File: config.mk
export PLATFORM = sky130hd
export DESIGN_NAME = shift_seq_flat
export DESIGN_NICKNAME = d
export VERILOG_FILES = /design/src/rtl/alu_shift_pkg.sv /design/src/rtl/shift_seq_if.sv /design/src/rtl/shift_step.sv /design/src/rtl/shift_seq.sv /design/src/flat_wrapper.sv
export SDC_FILE = /design/constraint.sdc
export NUM_CORES = 1
export LEC_CHECK = 0
export CAP_MARGIN = 20
export CORE_AREA = 4 4 41 43
export CTS_BUF_LIST = sky130_fd_sc_hd__clkbuf_4 sky130_fd_sc_hd__clkbuf_8
export DETAILED_ROUTE_END_ITERATION = 10
export DIE_AREA = 0 0 45 47
export PLACE_DENSITY = 0.78
export SYNTH_ARGS = -nofsm -noshare
export SYNTH_HDL_FRONTEND = slang
export SYNTH_SLANG_ARGS = --single-unit
export TNS_END_PERCENT = 1
File: constraint.sdc
create_clock -name clk -period 3.6 [get_ports clk]
set_clock_uncertainty 0.15 [all_clocks]
set_input_delay 1.08 -clock clk [delete_from_list [all_inputs] [get_ports clk]]
set_output_delay 1.08 -clock clk [all_outputs]
set_load 0.02 [all_outputs]
File: src/rtl/alu_shift_pkg.sv
// Shared definitions for the shift sequencer: direction encodings and FSM states.
package alu_shift_pkg;

   localparam logic DIR_LEFT  = 1'b0;
   localparam logic DIR_RIGHT = 1'b1;

   typedef enum logic [1:0] {
      IDLE  = 2'd0,
      SHIFT = 2'd1,
      DONE  = 2'd2
   } state_t;

endpackage

File: src/rtl/shift_seq_if.sv
// Request/result bundle for shift_seq. SHIFT_SEQ_ARITH_EN adds the arith request bit.
interface shift_seq_if #(
   parameter int N  = 4,
   parameter int SW = $clog2(N) + 1
);

   // Valid/ready: a transfer happens on a posedge where valid && ready are both high;
   // the producer holds its payload stable while valid && !ready.
   logic          in_valid;
   logic          in_ready;
   logic          dir;
   logic [N-1:0]  a;
   logic [SW-1:0] amt;
`ifdef SHIFT_SEQ_ARITH_EN
   logic          arith;
`endif
   logic          out_valid;
   logic          out_ready;
   logic [N-1:0]  y;

`ifdef SHIFT_SEQ_ARITH_EN
   modport master (output in_valid, dir, a, amt, arith, out_ready,
                   input  in_ready, out_valid, y);
   modport slave  (input  in_valid, dir, a, amt, arith, out_ready,
                   output in_ready, out_valid, y);
`else
   modport master (output in_valid, dir, a, amt, out_ready,
                   input  in_ready, out_valid, y);
   modport slave  (input  in_valid, dir, a, amt, out_ready,
                   output in_ready, out_valid, y);
`endif

endinterface

File: src/rtl/shift_step.sv
// Single-step shifter datapath: one bit right (fill enters at MSB) or left (zero enters at LSB).
module shift_step
   import alu_shift_pkg::*;
#(
   parameter int N = 4
) (
   input  logic         dir,
   input  logic         fill,
   input  logic [N-1:0] d,
   output logic [N-1:0] y
);

   always_comb begin
      if (dir == DIR_RIGHT) begin
         y = {fill, d[N-1:1]};
      end else begin
         y = {d[N-2:0], 1'b0};
      end
   end

endmodule

File: src/rtl/shift_seq.sv
// Serial shift sequencer: accepts an operand, shifts one bit per clock, presents the result.
// Build with SHIFT_SEQ_ARITH_EN for sign-filling right shifts (extra arith request bit).
module shift_seq
   import alu_shift_pkg::*;
#(
   parameter int N  = 4,
   parameter int SW = $clog2(N) + 1
) (
   input  logic        clk,
   input  logic        rst,
   shift_seq_if.slave  bus,
   output logic        busy,
   output state_t      dbg_state
);

   state_t        state;
   state_t        state_n;
   logic [N-1:0]  data;
   logic [N-1:0]  step_y;
   logic [SW-1:0] cnt;
   logic [SW-1:0] amt_sat;
   logic          dir_r;
   logic          fill_r;
   logic          fill_in;
   logic          load;
   logic          step_en;
   logic          in_ready;
   logic          out_valid;

   // Distances of N or more all produce the fully shifted-out value, so cap at N.
   assign amt_sat = (bus.amt >= SW'(N)) ? SW'(N) : bus.amt;

`ifdef SHIFT_SEQ_ARITH_EN
   // Latching the original sign once keeps every step filling with the same bit.
   assign fill_in = bus.arith & (bus.dir == DIR_RIGHT) & bus.a[N-1];
`else
   assign fill_in = 1'b0;
`endif

   shift_step #(.N(N)) u_step (
      .dir  (dir_r),
      .fill (fill_r),
      .d    (data),
      .y    (step_y)
   );

   always_ff @(posedge clk) begin
      if (rst) begin
         state  <= IDLE;
         data   <= '0;
         cnt    <= '0;
         dir_r  <= DIR_LEFT;
         fill_r <= 1'b0;
      end else begin
         state <= state_n;
         if (load) begin
            data   <= bus.a;
            dir_r  <= bus.dir;
            fill_r <= fill_in;
            cnt    <= amt_sat;
         end else if (step_en) begin
            data <= step_y;
            cnt  <= cnt - SW'(1);
         end
      end
   end

   always_comb begin
      state_n   = state;
      in_ready  = 1'b0;
      out_valid = 1'b0;
      load      = 1'b0;
      step_en   = 1'b0;
      case (state)
         IDLE: begin
            in_ready = 1'b1;
            if (bus.in_valid) begin
               load    = 1'b1;
               state_n = (amt_sat == '0) ? DONE : SHIFT;
            end
         end
         SHIFT: begin
            step_en = 1'b1;
            if (cnt == SW'(1)) begin
               state_n = DONE;
            end
         end
         DONE: begin
            out_valid = 1'b1;
            if (bus.out_ready) begin
               state_n = IDLE;
            end
         end
         default: begin
            state_n = IDLE;
         end
      endcase
   end

   assign bus.in_ready  = in_ready;
   assign bus.out_valid = out_valid;
   assign bus.y         = data;
   assign busy          = (state != IDLE);
   assign dbg_state     = state;

endmodule

File: src/flat_wrapper.sv
// flat-port wrapper written by rule: the top's interface ports become plain ports
module shift_seq_flat import alu_shift_pkg::*;
#(
   parameter int N  = 4,
   parameter int SW = $clog2(N) + 1
)
  (clk, rst, busy, dbg_state, bus_in_valid, bus_dir, bus_a, bus_amt, bus_out_ready, bus_in_ready, bus_out_valid, bus_y);
  shift_seq_if #(.N(N), .SW(SW)) bus_i ();
  input  logic clk;
  input  logic rst;
  output logic busy;
  output state_t dbg_state;
  input wire logic [$bits(bus_i.in_valid)-1:0] bus_in_valid;
  input wire logic [$bits(bus_i.dir)-1:0] bus_dir;
  input wire logic [$bits(bus_i.a)-1:0] bus_a;
  input wire logic [$bits(bus_i.amt)-1:0] bus_amt;
  input wire logic [$bits(bus_i.out_ready)-1:0] bus_out_ready;
  output wire logic [$bits(bus_i.in_ready)-1:0] bus_in_ready;
  output wire logic [$bits(bus_i.out_valid)-1:0] bus_out_valid;
  output wire logic [$bits(bus_i.y)-1:0] bus_y;
  assign bus_i.in_valid = bus_in_valid;
  assign bus_i.dir = bus_dir;
  assign bus_i.a = bus_a;
  assign bus_i.amt = bus_amt;
  assign bus_i.out_ready = bus_out_ready;
  assign bus_in_ready = bus_i.in_ready;
  assign bus_out_valid = bus_i.out_valid;
  assign bus_y = bus_i.y;
  shift_seq #(.N(N), .SW(SW)) u_core (.clk(clk), .rst(rst), .bus(bus_i), .busy(busy), .dbg_state(dbg_state));
endmodule
== After elaboration in Yosys (flattened, before gate mapping) ==
Cells that the tools add are included.
Storage, ports and cells
  register bits: 10
  bits of input ports: 12
  output and inout port bits: 9
  logic and storage cells: 33
Operators by class
  add/subtract/negate cells: 1
  $lt $le $gt $ge: 1
  eq/ne operators: 6
  mux-type cells: 16
  reductions and logical operators: 5
Operator list (count)
  $mux W4: 3
  $mux W3: 3
  $mux W2: 4
  $pmux W2 S3: 1
  $mux W1: 5
  $ne A2 B2 Y1 const B: 2
  $reduce_bool A2 Y1: 2
  $eq A3 B1 Y1 const B: 1
  $ge A3 B3 Y1 const B: 1
  $logic_not A3 Y1: 1
  $reduce_and A3 Y1: 1
  $sub A3 B1 Y3 const B: 1
  $eq A2 B1 Y1 const B: 1
  $eq A2 B2 Y1 const B: 1
  $logic_not A2 Y1: 1
  $ne A2 B1 Y1 const B: 1

== Logic depth before layout (Yosys ltp) ==
  depth in word-level cells: 6
  gate-level depth with buffers: 5
  mapped depth without buffers: 5

== Modules after synthesis ==
From an unflattened synthesis, not the netlist that was laid out.
Unflattened totals
  cell total of the unflattened synthesis: 74
  area, all modules: 606.8 um^2
Modules (own cells, without submodules)
  shift_seq: instances 1, cells an instance 70, area an instance 565.5 um^2, seq. area each 200.2 um^2
  shift_step: instances 1, cells an instance 4, area an instance 41.3 um^2, seq. area each 0.0 um^2

== Worst setup path before layout ==
OpenSTA, ideal clock, no wires.
  path kind: register -> output
  start: register u_core.state[0] (netlist: u_core.dbg_state[0])
  end: output busy
  arrival time: 1.159 ns
  required time: 2.370 ns
  path slack: 1.211 ns
  stages on the path, launching flop included: 4
  cells stage by stage: dfxtp_1 clkbuf_1 nor2_1 inv_1
On the way
  longest elaborated chain between the ends: 1
Ends and longest elaborated chain
  start, declared: RTL line shift_seq.sv:16  | state_t state;
  start signal, assigned: RTL line shift_seq.sv:55  | state <= state_n;
  $reduce_bool A2 Y1: RTL line shift_seq.sv:103  | assign busy = (state != IDLE);
  end, declared: RTL line flat_wrapper.sv:11  | output logic busy;
No other way between the ends.

== Final worst setup path ==
Ends and elaborated chain as after synthesis.

==> impl.org <==
** Synthesis
- For this run, asynchronously set or reset flops after synthesis account for 0%.
- The Yosys step of the flow raised 0 warnings.
- Most used DFF post-synth :: dfxtp_1
- In the post-synthesis netlist, the biggest area contributors are dfxtp_1 (35%), inv_1 (4.6%), ha_1 (4.3%).
- Area share of the largest cell type after synthesis :: 34.7%
- Synthesis produced a netlist with a net count of 82.
- Cell with the most instances after synthesis :: dfxtp_1
- Post-synthesis instance area :: 577 um^2
- Share of the yosys chip area belonging to registers :: 34.7%
- Area leader, netlist :: dfxtp_1
- Synth cell types :: 31
- In this run the mean area of a mapped cell was 8.48 um^2.
- Number of flops mapped to enable cells by yosys :: 0
- Most used standard cells in the synthesized netlist :: dfxtp_1 (10), inv_1 (7), nand2_1 (6)
- Number of storage elements in the synthesis netlist :: 10
- Cells after synthesis :: 68

** Setup path
- The critical path in this run is classified as flip-flop to output port.
- Of all nets on the critical path, the largest fanout is 16.
- The worst setup path is captured at an output port.
- At the worst endpoint, the required time is 2.37 ns.
- For the worst setup path, the data arrival time is 1.67 ns.
- Startpoint types :: flip-flop

** CTS
- The clock reaches the later pin of the worst-skew pair after 0.26 ns.
- TritonCTS built the clock tree.
- The number of setup buffers added after CTS is 0.
- Gates resized during post-CTS repair numbered 0.
- No sink is reached through more buffers than the 2 on the longest clock path.
- After clock tree synthesis, the clock-pin slew on the worst setup and hold paths is 0.06 ns.
- Hold Buf Count CTS :: 0
- Number of clock sinks :: 10
- The root buffer cell chosen for the clock tree is clkbuf_4.
- Clock buffers created by TritonCTS :: 3
- H-tree depth reported by CTS :: 1

** Worst hold path
- Kind of path behind the tightest hold check :: flip-flop to flip-flop

** Die
- After floorplanning, the core was sized to cover 1300 um^2.
- The die is 47 um tall.
- Once the floorplan was initialized, standard cells occupied 44.3% of the core.
- From left edge to right edge, the die measures 45 um.
- The die covers 2120 um^2.
- 21 I/O pins were placed.
- The initialized floorplan defines 13 standard-cell rows.

** Global routing
- Number of global-route vias before repair :: 462
- Pin count of the biggest net entering global routing :: 17
- The first global-routing pass estimated 2000 um of wire.
- Summed over all layers, the global routing overflow is 0.
- Global routing used 13.7% of the available tracks across all layers.
- The number of antenna violations at the first check in global routing was 0.

** Detailed routing
- The detail route stage leaves a number of antenna-violating nets equal to 0.
- For this block, the via count after detailed routing is 548.
- Number of remaining DRC errors :: 0
- The pre-antenna-repair detailed-routing pass consisted of 4 iterations.
- Met1 wire length :: 627 um
- Routed signal wires occupy layers up through met4.
- Total met2 wirelength after detailed routing :: 645 um
- Detailed Route Iter0 Violations :: 12
- Drt via density :: 5.32
- After detailed routing, the met3 layer carries 63 um of wire.
- Average wire per standard cell :: 13.1 um
- Detailed-route wire length :: 1350 um

** Timing
- Clock period minus worst slack :: 2.90 ns
- For the final routed database, the setup TNS stands at 0 ns.
- Maximum achievable frequency :: 344 MHz
- Transition time at the pin with the least slew margin :: 0.494 ns
- Setup repair after global routing left no endpoint under its margin.
- The hold violation total from the final report came to 0.
- Of the available clock period, the critical path in the final layout requires 80.7%.
- Setup violations remaining at the end of the flow were counted as 0.
- The final count of pins violating max slew came to 0.
- Relative max-transition margin :: 67.0%

** Placement
- Detailed placer's ending HPWL :: 1030 um
- In this run, placement finished with an instance count of 100.
- Buffers placed on the I/O ports in this run total 20.
- The congestion estimate from routability-driven global placement came to 0.773.

** Outcome
- Outcome :: complete, no violations

** Finish
- Excluding fillers, the count of instances in the completed layout stands at 103.
- Total number of nets in the final design :: 104
- ANT cells :: 0
- The area growth from synthesis to layout is 38.4%.
- Number of fillers in the final layout :: 126
- The post-route netlist has 6.82% of its cells at a drive strength greater than 1.

** Run
- Across the run, the number of max-cap violations was 0.

** Power
- VDD sags by at most 0.178 mV.
- In this run the power density over the cells is 390 nW/um^2.
- Summed over all cells, the static leakage comes to 0.311 nW.
[flip-flops by register name (all words and copies together), names as in the netlist]
name,count
u_core.bus.y,4
u_core.cnt,3
u_core.dbg_state,2
u_core.dir_r,1
[path summary, 6_finish.rpt]
path                                            end                 from  cells past startpoint  slack [ns]
worst max-delay path                           busy  u_core.dbg_state[0]                      3        0.70
worst max register to register  u_core.dbg_state[1]  u_core.dbg_state[0]                      3        1.81
worst min-delay path                  u_core.cnt[2]        u_core.cnt[2]                      2        0.35
worst min register to register        u_core.cnt[2]        u_core.cnt[2]                      2        0.35
[critical path: stages (launching register included)]
cell and delay, ns:
dfxtp_1 0.63, nor2_1 0.12, inv_1 0.07, clkdlybuf4s50_1 0.59
[kinds of logic after synthesis]
kind of cell,count (synthesis),synth area share (%)
flops,10,34.7
xor+xnor,1,1.52
mux,2,3.47
simple gates,23,21.9
compound gates,20,26.0
fa+ha+maj,2,4.34
buf+inv,10,8.03
[final cells by class]
class	instances	area, um^2	area share (%)
Tap cell	15	18.8	2.35
Sequential cell	10	200	25.1
Inverter	7	26.3	3.29
Multi-Input combinational cell	48	330	41.4
Timing Repair Buffer	20	200	25.1
Clock buffer	3	22.5	2.82
[through the flow]
step	power (mW)	hold WS, ns	util, %	setup slack, ns	area (um^2)
CTS	0.317	0.350	61.3	0.694	798
detailed placement	0.238	0.336	59.6	0.696	776
floorplan	0.195	0.311	-	1.21	577
global placement	0.236	0.345	59.6	0.744	776
finish	0.311	0.349	61.3	0.697	798
global route	0.329	0.373	61.3	0.562	798
[layout by cell type (no fill, tap or decap), drive strengths merged, types with 3 or more instances in the layout]
master	synthesis	final
nor2b	4	4
nand2b	3	3
a21oi	4	4
inv	7	7
o21ai	3	3
dfxtp	10	10
clkbuf	2	3
clkdlybuf4s50	0	20
nand2	6	6
nor2	3	3
[report_power, final]
part           internal [mW]  switching, mW  total [mW]
sequential             0.123         0.0157       0.138
clock                 0.0386         0.0374      0.0760
combinational         0.0528         0.0444      0.0972
total                  0.214         0.0975       0.311
[routing by layer]
metal,vias to the layer above,global-route usage (%)
met3,2,4.60
li1,285,-
met2,13,20.6
met5,-,0
met1,248,16.7
met4,0,8.77
(Power assumes the default switching activity.)
